===== config.mk =====
export PLATFORM = sky130hd
export DESIGN_NAME = pipelined_rca_flat
export DESIGN_NICKNAME = d
export VERILOG_FILES = /design/src/rtl/pipelined_rca_if.sv /design/src/rtl/pipelined_rca.sv /design/src/flat_wrapper.sv
export SDC_FILE = /design/constraint.sdc
export NUM_CORES = 1
export LEC_CHECK = 0
export CORE_UTILIZATION = 55
export DETAILED_ROUTE_END_ITERATION = 7
export PLACE_DENSITY = 0.8
export SLEW_MARGIN = 30
export SYNTH_ARGS = -nofsm -noshare
export SYNTH_HDL_FRONTEND = slang
export SYNTH_SLANG_ARGS = --single-unit

===== constraint.sdc =====
create_clock -name clk -period 6 [get_ports clk]
set_clock_uncertainty 0.1 [all_clocks]
set_input_delay 1.5 -clock clk [delete_from_list [all_inputs] [get_ports clk]]
set_output_delay 1.5 -clock clk [all_outputs]
set_load 0.02 [all_outputs]

===== src/rtl/pipelined_rca_if.sv =====
// Operand/result handshake bundle for pipelined_rca.
// With RCA_OVERFLOW_EN defined, the bundle also carries the signed-overflow flag ovf.
interface pipelined_rca_if #(
    parameter int unsigned WIDTH = 16
);
    logic             in_valid;
    logic             in_ready;
    logic [WIDTH-1:0] i0;
    logic [WIDTH-1:0] i1;
    logic             cin;
    logic             sub;
    logic             out_valid;
    logic             out_ready;
    logic [WIDTH-1:0] o;
    logic             cout;
`ifdef RCA_OVERFLOW_EN
    logic             ovf;

    modport slave (
        input  in_valid, i0, i1, cin, sub, out_ready,
        output in_ready, out_valid, o, cout, ovf
    );
    modport master (
        output in_valid, i0, i1, cin, sub, out_ready,
        input  in_ready, out_valid, o, cout, ovf
    );
`else
    modport slave (
        input  in_valid, i0, i1, cin, sub, out_ready,
        output in_ready, out_valid, o, cout
    );
    modport master (
        output in_valid, i0, i1, cin, sub, out_ready,
        input  in_ready, out_valid, o, cout
    );
`endif
endinterface


===== src/rtl/pipelined_rca.sv =====
// Pipelined ripple-carry adder/subtractor, one CHUNK-bit ripple per stage, valid/ready on both ends.
// Optional RCA_OVERFLOW_EN adds a registered signed-overflow output (ovf).
module pipelined_rca #(
    parameter int unsigned WIDTH = 16,
    parameter int unsigned CHUNK = 4  // WIDTH must be a multiple of CHUNK
) (
    input logic            clk,
    input logic            reset,
    pipelined_rca_if.slave bus
);
    localparam int unsigned STAGES = WIDTH / CHUNK;

    logic en;

    // Stage inputs (from previous stage register, or the bus for stage 0)
    logic             v_in  [STAGES];
    logic [WIDTH-1:0] a_in  [STAGES];
    logic [WIDTH-1:0] b_in  [STAGES];
    logic [WIDTH-1:0] s_in  [STAGES];
    logic             c_in  [STAGES];

    // Stage results before registering
    logic [CHUNK:0]   part  [STAGES];
    logic [WIDTH-1:0] s_nx  [STAGES];

    // Stage registers
    logic             valid_q [STAGES];
    logic [WIDTH-1:0] a_q     [STAGES];
    logic [WIDTH-1:0] b_q     [STAGES];
    logic [WIDTH-1:0] s_q     [STAGES];
    logic             c_q     [STAGES];

    assign en           = !bus.out_valid || bus.out_ready;
    assign bus.in_ready = en;

    always_comb begin
        v_in[0] = bus.in_valid;
        a_in[0] = bus.i0;
        b_in[0] = bus.sub ? ~bus.i1 : bus.i1;
        c_in[0] = bus.sub ? ~bus.cin : bus.cin;
        s_in[0] = '0;
        for (int k = 1; k < STAGES; k++) begin
            v_in[k] = valid_q[k-1];
            a_in[k] = a_q[k-1];
            b_in[k] = b_q[k-1];
            s_in[k] = s_q[k-1];
            c_in[k] = c_q[k-1];
        end
        for (int k = 0; k < STAGES; k++) begin
            part[k] = {1'b0, a_in[k][k*CHUNK +: CHUNK]}
                    + {1'b0, b_in[k][k*CHUNK +: CHUNK]}
                    + {{CHUNK{1'b0}}, c_in[k]};
            s_nx[k] = s_in[k];
            s_nx[k][k*CHUNK +: CHUNK] = part[k][CHUNK-1:0];
        end
    end

    // Bubbles shift like data; the whole pipe holds when the output is stalled
    always_ff @(posedge clk) begin
        if (reset) begin
            for (int k = 0; k < STAGES; k++) begin
                valid_q[k] <= 1'b0;
                a_q[k]     <= '0;
                b_q[k]     <= '0;
                s_q[k]     <= '0;
                c_q[k]     <= 1'b0;
            end
        end else if (en) begin
            for (int k = 0; k < STAGES; k++) begin
                valid_q[k] <= v_in[k];
                a_q[k]     <= a_in[k];
                b_q[k]     <= b_in[k];
                s_q[k]     <= s_nx[k];
                c_q[k]     <= part[k][CHUNK];
            end
        end
    end

    assign bus.out_valid = valid_q[STAGES-1];
    assign bus.o         = s_q[STAGES-1];
    assign bus.cout      = c_q[STAGES-1];

`ifdef RCA_OVERFLOW_EN
    logic msb_carry_in;
    logic ovf_q;

    // Carry into the MSB recovered from the MSB sum bit and its operands
    assign msb_carry_in = a_in[STAGES-1][WIDTH-1] ^ b_in[STAGES-1][WIDTH-1]
                        ^ s_nx[STAGES-1][WIDTH-1];

    always_ff @(posedge clk) begin
        if (reset) begin
            ovf_q <= 1'b0;
        end else if (en) begin
            ovf_q <= msb_carry_in ^ part[STAGES-1][CHUNK];
        end
    end

    assign bus.ovf = ovf_q;
`endif
endmodule


===== src/flat_wrapper.sv =====
// flat-port wrapper written by rule: the top's interface ports become plain ports
module pipelined_rca_flat 
#(
    parameter int unsigned WIDTH = 16,
    parameter int unsigned CHUNK = 4                                      
)
  (clk, reset, bus_in_valid, bus_i0, bus_i1, bus_cin, bus_sub, bus_out_ready, bus_in_ready, bus_out_valid, bus_o, bus_cout);
  pipelined_rca_if #(.WIDTH(WIDTH)) bus_i ();
  input logic clk;
  input logic reset;
  input wire logic [$bits(bus_i.in_valid)-1:0] bus_in_valid;
  input wire logic [$bits(bus_i.i0)-1:0] bus_i0;
  input wire logic [$bits(bus_i.i1)-1:0] bus_i1;
  input wire logic [$bits(bus_i.cin)-1:0] bus_cin;
  input wire logic [$bits(bus_i.sub)-1:0] bus_sub;
  input wire logic [$bits(bus_i.out_ready)-1:0] bus_out_ready;
  output wire logic [$bits(bus_i.in_ready)-1:0] bus_in_ready;
  output wire logic [$bits(bus_i.out_valid)-1:0] bus_out_valid;
  output wire logic [$bits(bus_i.o)-1:0] bus_o;
  output wire logic [$bits(bus_i.cout)-1:0] bus_cout;
  assign bus_i.in_valid = bus_in_valid;
  assign bus_i.i0 = bus_i0;
  assign bus_i.i1 = bus_i1;
  assign bus_i.cin = bus_cin;
  assign bus_i.sub = bus_sub;
  assign bus_i.out_ready = bus_out_ready;
  assign bus_in_ready = bus_i.in_ready;
  assign bus_out_valid = bus_i.out_valid;
  assign bus_o = bus_i.o;
  assign bus_cout = bus_i.cout;
  pipelined_rca #(.WIDTH(WIDTH), .CHUNK(CHUNK)) u_core (.clk(clk), .reset(reset), .bus(bus_i));
endmodule

==> summary.txt, run 1 <==
Die
  – Total number of placement rows: 32
  – DIE AREA: 0.00825 mm^2
  – Count of boundary I/O pins: 57
  – Die outline width: between 90 and 100 um
  – Starting density of the core: a little under three fifths
  – Standard cell core area: 0.00769 mm^2
  – Y dimension of the die: 90.8 um

Global route
  – First-pass GRT wire length: 10.6 mm
  – Initial antenna violation count: 0
  – Total congestion overflow: 0
  – Via count of the first global-routing pass: 2328
  – Largest net degree at the start of global routing: 75
  – Global routing usage summed across all routing layers: 17.1%

Synth
  – Register bit count reported by yosys: 96
  – Synth Area in Adders: around 7.1%
  – Gate Count Post-Synth: 295
  – Post-synthesis simple-gate area fraction: about 15%
  – Number of enable flip-flop cells after synthesis: 96
  – Average size of a mapped cell: about 15 um^2
  – Portion of the post-synthesis area used by sequential elements: between 60% and 70%
  – Post-synthesis cell type count: 28
  – Mapped Area: about 0.0043 mm^2
  – XOR/XNOR Fraction of Synth Area: between 3 and 4%
  – Total nets after synthesis: 353
  – Largest family of logic cells by synthesized area: simple AND/OR/NAND/NOR gates
  – Post-synth top flop: edfxtp_1
  – Multiplexer fraction of the synthesized cell area: 0.461%
  – Compound-cell area share of the yosys netlist: 2.07%
  – Proportion of synthesized flip-flops having asynchronous set or reset: 0%
  – Synthesis Warnings: 0

CTS
  – Clock transition at path regs: 0.09 ns
  – Clock Sinks: between 90 and 100
  – CTS tree: built
  – CTS H-Tree Depth: 3
  – Number of buffers created by CTS: 9
  – Post-CTS setup buffers: 0
  – Clock Path Buffers: 2
  – Buffer cell driving the clock tree root: clkbuf_8
  – Cells resized by post-CTS repair: 0
  – Insertion delay to the later sink of the worst-skew pair: around 0.35 ns
  – Hold-fix buffer count after cts: 0

Flow run
  – Count of max-cap constraint violations: 0

Cells and area
  – Leading cell type in the layout, fill and taps excluded: edfxtp_1
  – Sequential standard cell area: 0.00288 mm^2
  – Post-layout nets: 403
  – Fraction of final layout cells sized beyond drive strength 1: 8.00%
  – Filler cell count: 548
  – Antenna cell count: 0
  – Area used by multi-input combinational logic: 0.00124 mm^2
  – Commonest non-fill, non-tap cells in the layout: edfxtp_1 (96), and3_1 (69), clkdlybuf4s50_1 (55), xnor2_1 (16)
  – Layout Area Growth over Synthesis: 18.4%

Pwr
  – Switching fraction of total power: 20.4%
  – Part of the power in combinational logic: 10.2%
  – Sequential group share of total power: 55.9%
  – Clk network pwr share: 33.9%
  – Overall power: 1.44 mW
  – Cell leakage power: between 2 and 2.5 nW
  – Power density relative to cell area: approximately 280 mW/mm^2
  – Internal power component: between 1 and 1.5 mW
  – Worst voltage drop across the vdd grid: between 0.0001 and 0.00015 V
  – Sw power: 0.293 mW

STA
  – Sum of negative setup slack: 0 ns
  – Tightest hold margin: 0.447 ns
  – Final number of hold-violating endpoints: 0
  – Final period util: 71.5%
  – Min cycle time layout: 4.29 ns
  – Slew HR: 58.9%
  – Maximum clock frequency: 0.233 GHz
  – Count of endpoints failing setup in the final report: 0
  – Max Transition Viols Final: 0
  – Unrepaired setup endpoints after global routing: no
  – Worst slew pin tran: 0.616 ns

Setup path
  – Nature of the critical path startpoint: input port
  – Critical Path RT: around 4.4 ns
  – Data arrival time of the worst path: 2.69 ns
  – Critical-path cell with the highest stage delay: clkdlybuf4s50_1
  – Top cell family by delay on the critical path: buffers and inverters
  – Critical Path, Cell by Cell: clkdlybuf4s50_1, nand2b_4, clkdlybuf4s50_1
  – Buffering stage count on the worst path with inverters included: 2
  – Most used cell along the critical path: clkdlybuf4s50_1
  – Worst reg2reg setup slack: about 3.5 ns
  – Worst-path fanout max: 2
  – Kind of critical path: input port to output port
  – Largest stage delay on the critical path: 0.60 ns
  – Type of element capturing the critical path: output port

Drt
  – Average wire per standard cell: ~14 um
  – First-pass detailed-route iteration total: 4
  – WL final: 6.37 mm
  – Vias per cell: about 5.2
  – Count of antenna-violating nets left after detailed routing: 0
  – Residual DRC count: 0
  – Vias post-DR: 2363
  – Starting DRT DRC Count: about 180

Place
  – Count of buffers from port buffering: 56
  – Detailed placer's ending HPWL: around 4.0 mm
  – Routability cong.: between 0.7 and 0.8

Worst hold path
  – Worst min-delay path category: flip-flop to flip-flop

Outcome
  – Outcome: complete, no violations
==> power by group through the flow <==
stage,combinational (mW),sequential (mW),clock [mW]
finish,0.147,0.803,0.487
global route,0.163,0.808,0.514
CTS,0.149,0.804,0.492
detailed placement,0.148,0.819,0
global placement,0.141,0.817,0
floorplan,0.0865,0.825,0
==> sequential cells by signal (all words and copies together) (netlist names) <==
signal	count
u_core.b_q	24
u_core.valid_q	4
u_core.c_q	4
u_core.a_q	24
u_core.s_q	40
==> cells in the mapped netlist (3+ instances only) <==
cell | instances | area share [%]
xnor2_1 | 16 | 3.2
nor2_2 | 6 | 0.86
edfxtp_1 | 96 | 66
nor2_1 | 14 | 1.2
a21o_1 | 4 | 0.69
nor2b_1 | 4 | 0.58
inv_1 | 15 | 1.3
clkbuf_1 | 3 | 0.26
nand3b_1 | 4 | 0.69
nand3_1 | 3 | 0.35
nor3_1 | 3 | 0.35
ha_1 | 12 | 3.5
buf_2 | 4 | 0.46
xor2_1 | 3 | 0.61
and3_1 | 69 | 9.9
buf_6 | 7 | 1.8
fa_1 | 8 | 3.7
a21oi_1 | 10 | 1.2
==> cell families (layout without fill, tap and decap cells) <==
family	count (synthesis)	count (layout)
adders and majority gates	20	20
buffers and inverters	35	90
DFF	96	96
muxes	2	2
xor gates and xnor gates	19	19
and+or+nand+nor	107	107
AOI/OAI and AO/OA	16	16
==> metal layers <==
metal	up-vias	share of wire [%]	track usage, %
met1	1132	41	20.7
met4	0	1.9	7.80
met2	59	53	28.5
met3	10	4.1	4.88
li1	1162	-	-
met5	-	0	0
==> path summary, 6_finish.rpt <==
check                        from                end  cells past startpoint
max                 bus_out_ready       bus_in_ready                      3
min             u_core.a_q[0][12]  u_core.a_q[0][28]                      1
max reg2reg  u_core.valid_q[0][3]  u_core.s_q[0][41]                      4
min reg2reg     u_core.a_q[0][12]  u_core.a_q[0][28]                      1
==> metrics by stage <==
step	util, %	std cells	cell area (um^2)	setup slack (ns)
2_1_floorplan	-	295	4340	1.34
3_3_place_gp	63.5	435	4880	1.68
3_5_place_dp	63.9	436	4910	1.64
4_1_cts	66.9	452	5140	1.69
5_1_grt	66.9	452	5140	1.66
6_report	66.9	452	5140	1.71
==> cell type report <==
type / instances / area share (%)
Sequential cell: 96 / 56.1
Multi-Input combinational cell: 164 / 24.1
Timing Repair Buffer: 59 / 11.6
Clock buffer: 10 / 2.48
Tap cell: 102 / 2.48
Clock inverter: 6 / 2.09
Inverter: 15 / 1.10
==> worst reg2reg max path, delay by kind of cell (launching register included) <==
kind / cells / cell delay [ns]
and+or+nand+nor: 2 / 0.78
DFF: 1 / 0.44
buffers and inverters: 2 / 0.83
No activity file was read; power rests on OpenSTA's default activity.
==> inputs of run 2 (changes only) <==
Settings changed: CORE_UTILIZATION 55 to 50, PLACE_DENSITY 0.8 to 0.76.
Clock period 6 ns to 3.64 ns, I/O delays scaled along.
==> summary.txt, run 2 (synthesis results as in run 1) <==
Cells and area
  – Antenna cell count: 0 (unchanged)
  – Registers with the most flip-flops: u_core.s_q (40), u_core.a_q (24), u_core.b_q (24)
  – Commonest non-fill, non-tap cells in the layout: edfxtp_1 (96), and3_1 (69), clkdlybuf4s50_1 (56), xnor2_1 (16)
  – Fraction of final layout cells sized beyond drive strength 1: 8.50% (+0.50 points)
  – Layout Area Growth over Synthesis: 19.4%
  – Filler cell count: 615 (+12%)
  – Leading cell type in the layout, fill and taps excluded: edfxtp_1
  – Post-layout nets: 406 (+0.74%)
  – End-of-flow core utilization: 62.5% (-4.4 points)
  – Register with the most flip-flops: u_core.s_q
  – Flip-flop count of the largest register after layout: 40 (unchanged)

Drt
  – Average wire per standard cell: 14.2 um (+0.53%)
  – WL final: 6.49 mm (+1.9%)
  – Sum of routed wire segments on met1: 2.79 mm (+6.4%)
  – Vias per cell: 5.14 (-1.6%)
  – Vias post-DR: 2355 (-0.34%)
  – Amount of wire on met3 after detailed routing: 275 um (+6.2%)
  – Uppermost metal layer occupied by signal nets: met4
  – Residual DRC count: 0 (unchanged)
  – Count of antenna-violating nets left after detailed routing: 0 (unchanged)
  – Met2 WL: 3.35 mm (-0.50%)
  – Starting DRT DRC Count: 107 (-42%)
  – First-pass detailed-route iteration total: 4 (unchanged)

STA
  – Least setup slack across all paths after layout: 0.547 ns (-1.16 ns)
  – Unrepaired setup endpoints after global routing: no
  – Max Transition Viols Final: 0 (unchanged)
  – Sum of negative setup slack: 0 ns (unchanged)
  – Slew HR: 58.7% (-0.25 points)
  – Tightest hold margin: 0.454 ns (+0.00693 ns)
  – Worst slew pin tran: 0.620 ns (+0.00414 ns)
  – Final period util: 85.0%
  – Maximum clock frequency: 0.323 GHz
  – Min cycle time layout: 3.09 ns
  – Count of endpoints failing setup in the final report: 0 (unchanged)
  – Final number of hold-violating endpoints: 0 (unchanged)

Setup path
  – Type of element capturing the critical path: output port
  – Data arrival time of the worst path: 2.08 ns (-0.61 ns)
  – Nature of the critical path startpoint: input port
  – Path depth of the worst reg2reg path: 4 (unchanged)
  – Critical Path RT: 2.63 ns (-1.77 ns)
  – Worst-path fanout max: 2 (unchanged)
  – Kind of critical path: input port to output port

Global route
  – Total congestion overflow: 0 (unchanged)
  – First-pass GRT wire length: 10.5 mm (-1.4%)
  – Initial antenna violation count: 0 (unchanged)
  – Global routing usage summed across all routing layers: 15.9% (-1.2 points)
  – Via count of the first global-routing pass: 2283 (-1.9%)
  – Largest net degree at the start of global routing: 75 (unchanged)

CTS
  – Post-CTS setup buffers: 0 (unchanged)
  – Clock Sinks: 96 (unchanged)
  – Clock transition at path regs: 0.09 ns (about the same)
  – Number of buffers created by CTS: 9 (unchanged)
  – CTS H-Tree Depth: 3 (unchanged)
  – Clock Path Buffers: 2 (unchanged)
  – CTS tree: built
  – Cells resized by post-CTS repair: 0 (unchanged)
  – Hold-fix buffer count after cts: 0 (unchanged)
  – Buffer cell driving the clock tree root: clkbuf_8
  – Insertion delay to the later sink of the worst-skew pair: 0.35 ns (about the same)

Die
  – Total number of placement rows: 33 (+3.1%)
  – Starting density of the core: 52.3% (-4.2 points)
  – Die outline width: 95.2 um (+4.8%)
  – Count of boundary I/O pins: 57 (unchanged)
  – DIE AREA: 0.00906 mm^2 (+9.8%)
  – Standard cell core area: 0.00830 mm^2 (+8.0%)
  – Y dimension of the die: 95.2 um (+4.8%)

Worst hold path
  – Number of cells on the worst hold path: 1 (unchanged)
  – Worst min-delay path category: flip-flop to flip-flop

Place
  – Worst setup slack before clock tree synthesis: 0.340 ns (-1.30 ns)
  – Count of buffers from port buffering: 56 (unchanged)
  – Detailed placer's ending HPWL: 4.15 mm (+4.3%)
  – Routability cong.: 0.770 (+7.1%)

Pwr
  – Power density relative to cell area: 460 mW/mm^2 (+65%)
  – Worst voltage drop across the vdd grid: 0.000184 V (+35%)
  – Cell leakage power: 2.29 nW (+0.80%)
  – Overall power: 2.39 mW (+66%)

Outcome
  – Outcome: complete, no violations

Flow run
  – Count of max-cap constraint violations: 0 (unchanged)
run 2: metal layers:
layer	GRT usage, %	vias to the layer above
met2	26.1	59
met3	4.70	8
met1	19.2	1118
met5	0	-
li1	-	1170
met4	7.58	0
run 2: area by class of cell:
class                           instances  area, um^2  area share (%)
Clock buffer                            9         124            2.39
Clock inverter                          7         119            2.29
Inverter                               15        56.3            1.09
Multi-Input combinational cell        164        1240            23.9
Sequential cell                        96        2880            55.6
Tap cell                              105         131            2.53
Timing Repair Buffer                   62         631            12.2
run 2: path summary, 6_finish.rpt:
path	from	end	slack, ns
worst max-delay path	bus_out_ready	bus_in_ready	0.55
worst min-delay path	u_core.b_q[0][12]	u_core.b_q[0][28]	0.45
worst max register to register	u_core.valid_q[0][3]	u_core.s_q[0][1]	1.56
worst min register to register	u_core.b_q[0][12]	u_core.b_q[0][28]	0.45
run 2: critical path: stages:
cell and delay [ns]:
clkdlybuf4s50_1 0.46, nand2b_4 0.12, clkdlybuf4s50_1 0.59
run 2: stage by stage:
step / area (um^2) / std cells
after floorplan: 4340 / 295
after global placement: 4940 / 442
after detailed placement: 4940 / 442
after CTS: 5180 / 458
after global routing: 5180 / 458
final: 5180 / 458
run 2: where the power goes:
group | internal, mW | switching, mW | total (mW)
clock network | 0.457 | 0.360 | 0.817
registers | 1.30 | 0.0223 | 1.32
logic | 0.130 | 0.114 | 0.244
==> inputs of run 3 (changes only) <==
Settings changed: CORE_UTILIZATION 50 to 55, PLACE_DENSITY 0.76 to 0.8.
Clock period 3.64 ns to 3 ns, I/O delays scaled along.
==> summary.txt, run 3 (synthesis results as in run 1) <==
Outcome
  – Outcome: complete, no violations

Setup path
  – Worst-path fanout max: 3 (+1)
  – Kind of critical path: input port to output port
  – Worst reg2reg setup slack: 0.97 ns (-0.59 ns)
  – Critical Path RT: 2.15 ns (-0.48 ns)
  – Endpoint of the most critical register-to-register path: u_core.c_q[0][1]
  – Path depth of the worst reg2reg path: 5 (+1)
  – Nature of the critical path startpoint: input port
  – Start point of the critical path: bus_out_ready
  – Worst reg2reg path startpoint: u_core.c_q[0][0]
  – Data arrival time of the worst path: 1.93 ns (-0.15 ns)
  – Type of element capturing the critical path: output port

STA
  – Final period util: between 90 and 100%
  – Tightest hold margin: 0.450 ns (-0.00410 ns)
  – Sum of negative setup slack: 0 ns (unchanged)
  – Slew HR: 60.0% (+1.3 points)
  – Least setup slack across all paths after layout: 0.224 ns (-0.323 ns)
  – Count of endpoints failing setup in the final report: 0 (unchanged)
  – Worst slew pin tran: 0.601 ns (-0.0195 ns)
  – Final number of hold-violating endpoints: 0 (unchanged)
  – Unrepaired setup endpoints after global routing: no
  – Max Transition Viols Final: 0 (unchanged)
  – Min cycle time layout: 2.78 ns
  – Maximum clock frequency: ~0.36 GHz

Worst hold path
  – Hold-critical path endpoint: u_core.valid_q[0][1]
  – Number of cells on the worst hold path: 1 (unchanged)
  – Worst min-delay path startpoint: u_core.valid_q[0][0]
  – Worst min-delay path category: flip-flop to flip-flop

CTS
  – Cells resized by post-CTS repair: 0 (unchanged)
  – Number of buffers created by CTS: 9 (unchanged)
  – CTS H-Tree Depth: 3 (unchanged)
  – Insertion delay to the later sink of the worst-skew pair: 0.35 ns (about the same)
  – Clock Path Buffers: 2 (unchanged)
  – Clock transition at path regs: 0.08 ns (about the same)
  – Hold-fix buffer count after cts: 0 (unchanged)
  – Clock Sinks: 96 (unchanged)
  – CTS tree: built
  – Buffer cell driving the clock tree root: clkbuf_8
  – Post-CTS setup buffers: 0 (unchanged)

Drt
  – First-pass detailed-route iteration total: 4 (unchanged)
  – Starting DRT DRC Count: 157 (+47%)
  – Residual DRC count: 0 (unchanged)
  – WL final: 6.67 mm (+2.7%)
  – Vias post-DR: 2378 (+0.98%)
  – Count of antenna-violating nets left after detailed routing: 0 (unchanged)
  – Vias per cell: 5.24 (+1.9%)
  – Average wire per standard cell: 14.7 um (+3.6%)

Flow run
  – Count of max-cap constraint violations: 0 (unchanged)

Place
  – Routability cong.: 0.751 (-2.5%)
  – Placed cells: 440 (-0.45%)
  – Detailed placer's ending HPWL: 4.38 mm (+5.6%)
  – Worst setup slack before clock tree synthesis: -0.0298 ns (-0.370 ns)
  – Count of buffers from port buffering: 56 (unchanged)

Die
  – Total number of placement rows: 32 (-3.0%)
  – DIE AREA: 0.00825 mm^2 (-8.9%)
  – Die outline width: 90.8 um (-4.6%)
  – Count of boundary I/O pins: 57 (unchanged)
  – Starting density of the core: 56.5% (+4.2 points)
  – Standard cell core area: 0.00769 mm^2 (-7.4%)
  – Y dimension of the die: 90.8 um (-4.6%)

Pwr
  – Sequential group share of total power: 61.8% (+6.3 points)
  – Clk network pwr share: 26.7% (-7.6 points)
  – Switching fraction of total power: 22.1% (+1.3 points)
  – Worst voltage drop across the vdd grid: 0.000252 V (+37%)
  – Power density relative to cell area: 509 mW/mm^2 (+11%)
  – Part of the power in combinational logic: 11.6% (+1.4 points)
  – Internal power component: 2.03 mW (+7.3%)
  – Sw power: 0.574 mW (+16%)
  – Cell leakage power: 2.25 nW (-1.5%)

Cells and area
  – Leading cell type in the layout, fill and taps excluded: edfxtp_1
  – Post-layout nets: 407 (+0.25%)
  – Layout Area Growth over Synthesis: 17.7%
  – Filler-free cell count of the finished design: 454 (-0.87%)
  – Flip-flop count of the largest register after layout: 40 (unchanged)
  – Register with the most flip-flops: u_core.s_q
  – Antenna cell count: 0 (unchanged)
  – Commonest non-fill, non-tap cells in the layout: edfxtp_1 (96), and3_1 (69), clkdlybuf4s50_1 (56), xnor2_1 (16)
  – Registers with the most flip-flops: u_core.s_q (40), u_core.a_q (24), u_core.b_q (24)
  – Fraction of final layout cells sized beyond drive strength 1: 7.95% (-0.54 points)

Global route
  – First-pass GRT wire length: 10.7 mm (+2.2%)
  – Global routing usage summed across all routing layers: 17.1% (+1.2 points)
  – Total congestion overflow: 0 (unchanged)
  – Via count of the first global-routing pass: 2288 (+0.22%)
  – Largest net degree at the start of global routing: 74 (-1.3%)
  – Initial antenna violation count: 0 (unchanged)
==> run 3: changes by cell type in the layout (fill, tap and decap cells not counted) <==
cell / previous run / this run
clkinv_2: 0 / 1
clkbuf_1: 0 / 1
buf_12: 2 / 3
bufinv_16: 3 / 0
clkinv_4: 1 / 0
inv_6: 1 / 0
clkinvlp_4: 1 / 2
==> run 3: power groups by stage <==
| stage | Sequential [mW] | Combinational [mW] | Clock (mW) |
|---|---|---|---|
| final | 1.61 | 0.301 | 0.693 |
| after floorplan | 1.65 | 0.173 | 0 |
| after CTS | 1.61 | 0.303 | 0.706 |
| after detailed placement | 1.64 | 0.303 | 0 |
| after global routing | 1.62 | 0.332 | 0.750 |
| after global placement | 1.63 | 0.287 | 0 |
==> run 3: worst max path at each step <==
stage / end / slack [ns] / cells past startpoint
after CTS: bus_in_ready / 0.21 / 3
final: bus_in_ready / 0.22 / 3
after global placement: u_core.c_q[0][0] / 0.05 / 7
after global routing: bus_in_ready / 0.19 / 3
after detailed placement: u_core.c_q[0][0] / -0.03 / 7
after floorplan: u_core.a_q[0][10] / 0.21 / 3
==> run 3: routing by layer <==
layer / wire [um] / up-vias / global-route usage (%)
met5: 0 / - / 0
met4: 86 / 0 / 6.08
met3: 255 / 8 / 4.21
met2: 3480 / 58 / 29.4
met1: 2850 / 1144 / 21.0
li1: - / 1168 / -
==> run 3: stage by stage <==
stage | power [mW] | cell area, um^2 | util, %
finish | 2.60 | 5110 | 66.5
global placement | 1.92 | 4960 | 64.5
detailed placement | 1.94 | 4960 | 64.5
CTS | 2.62 | 5110 | 66.5
global route | 2.70 | 5110 | 66.5
floorplan | 1.82 | 4340 | -
==> run 3: critical path, stage by stage <==
cell and delay, ns:
clkdlybuf4s50_1 0.45, nand2b_4 0.13, clkdlybuf4s50_1 0.60
==> run 3: layout make-up <==
cell class / count / area [um^2]
Inverter: 15 / 56.3
Fill cell: 551 / 2580
Timing Repair Buffer: 63 / 651
Multi-Input combinational cell: 164 / 1240
Sequential cell: 96 / 2880
Clock buffer: 10 / 128
Clock inverter: 4 / 23.8
Tap cell: 102 / 128
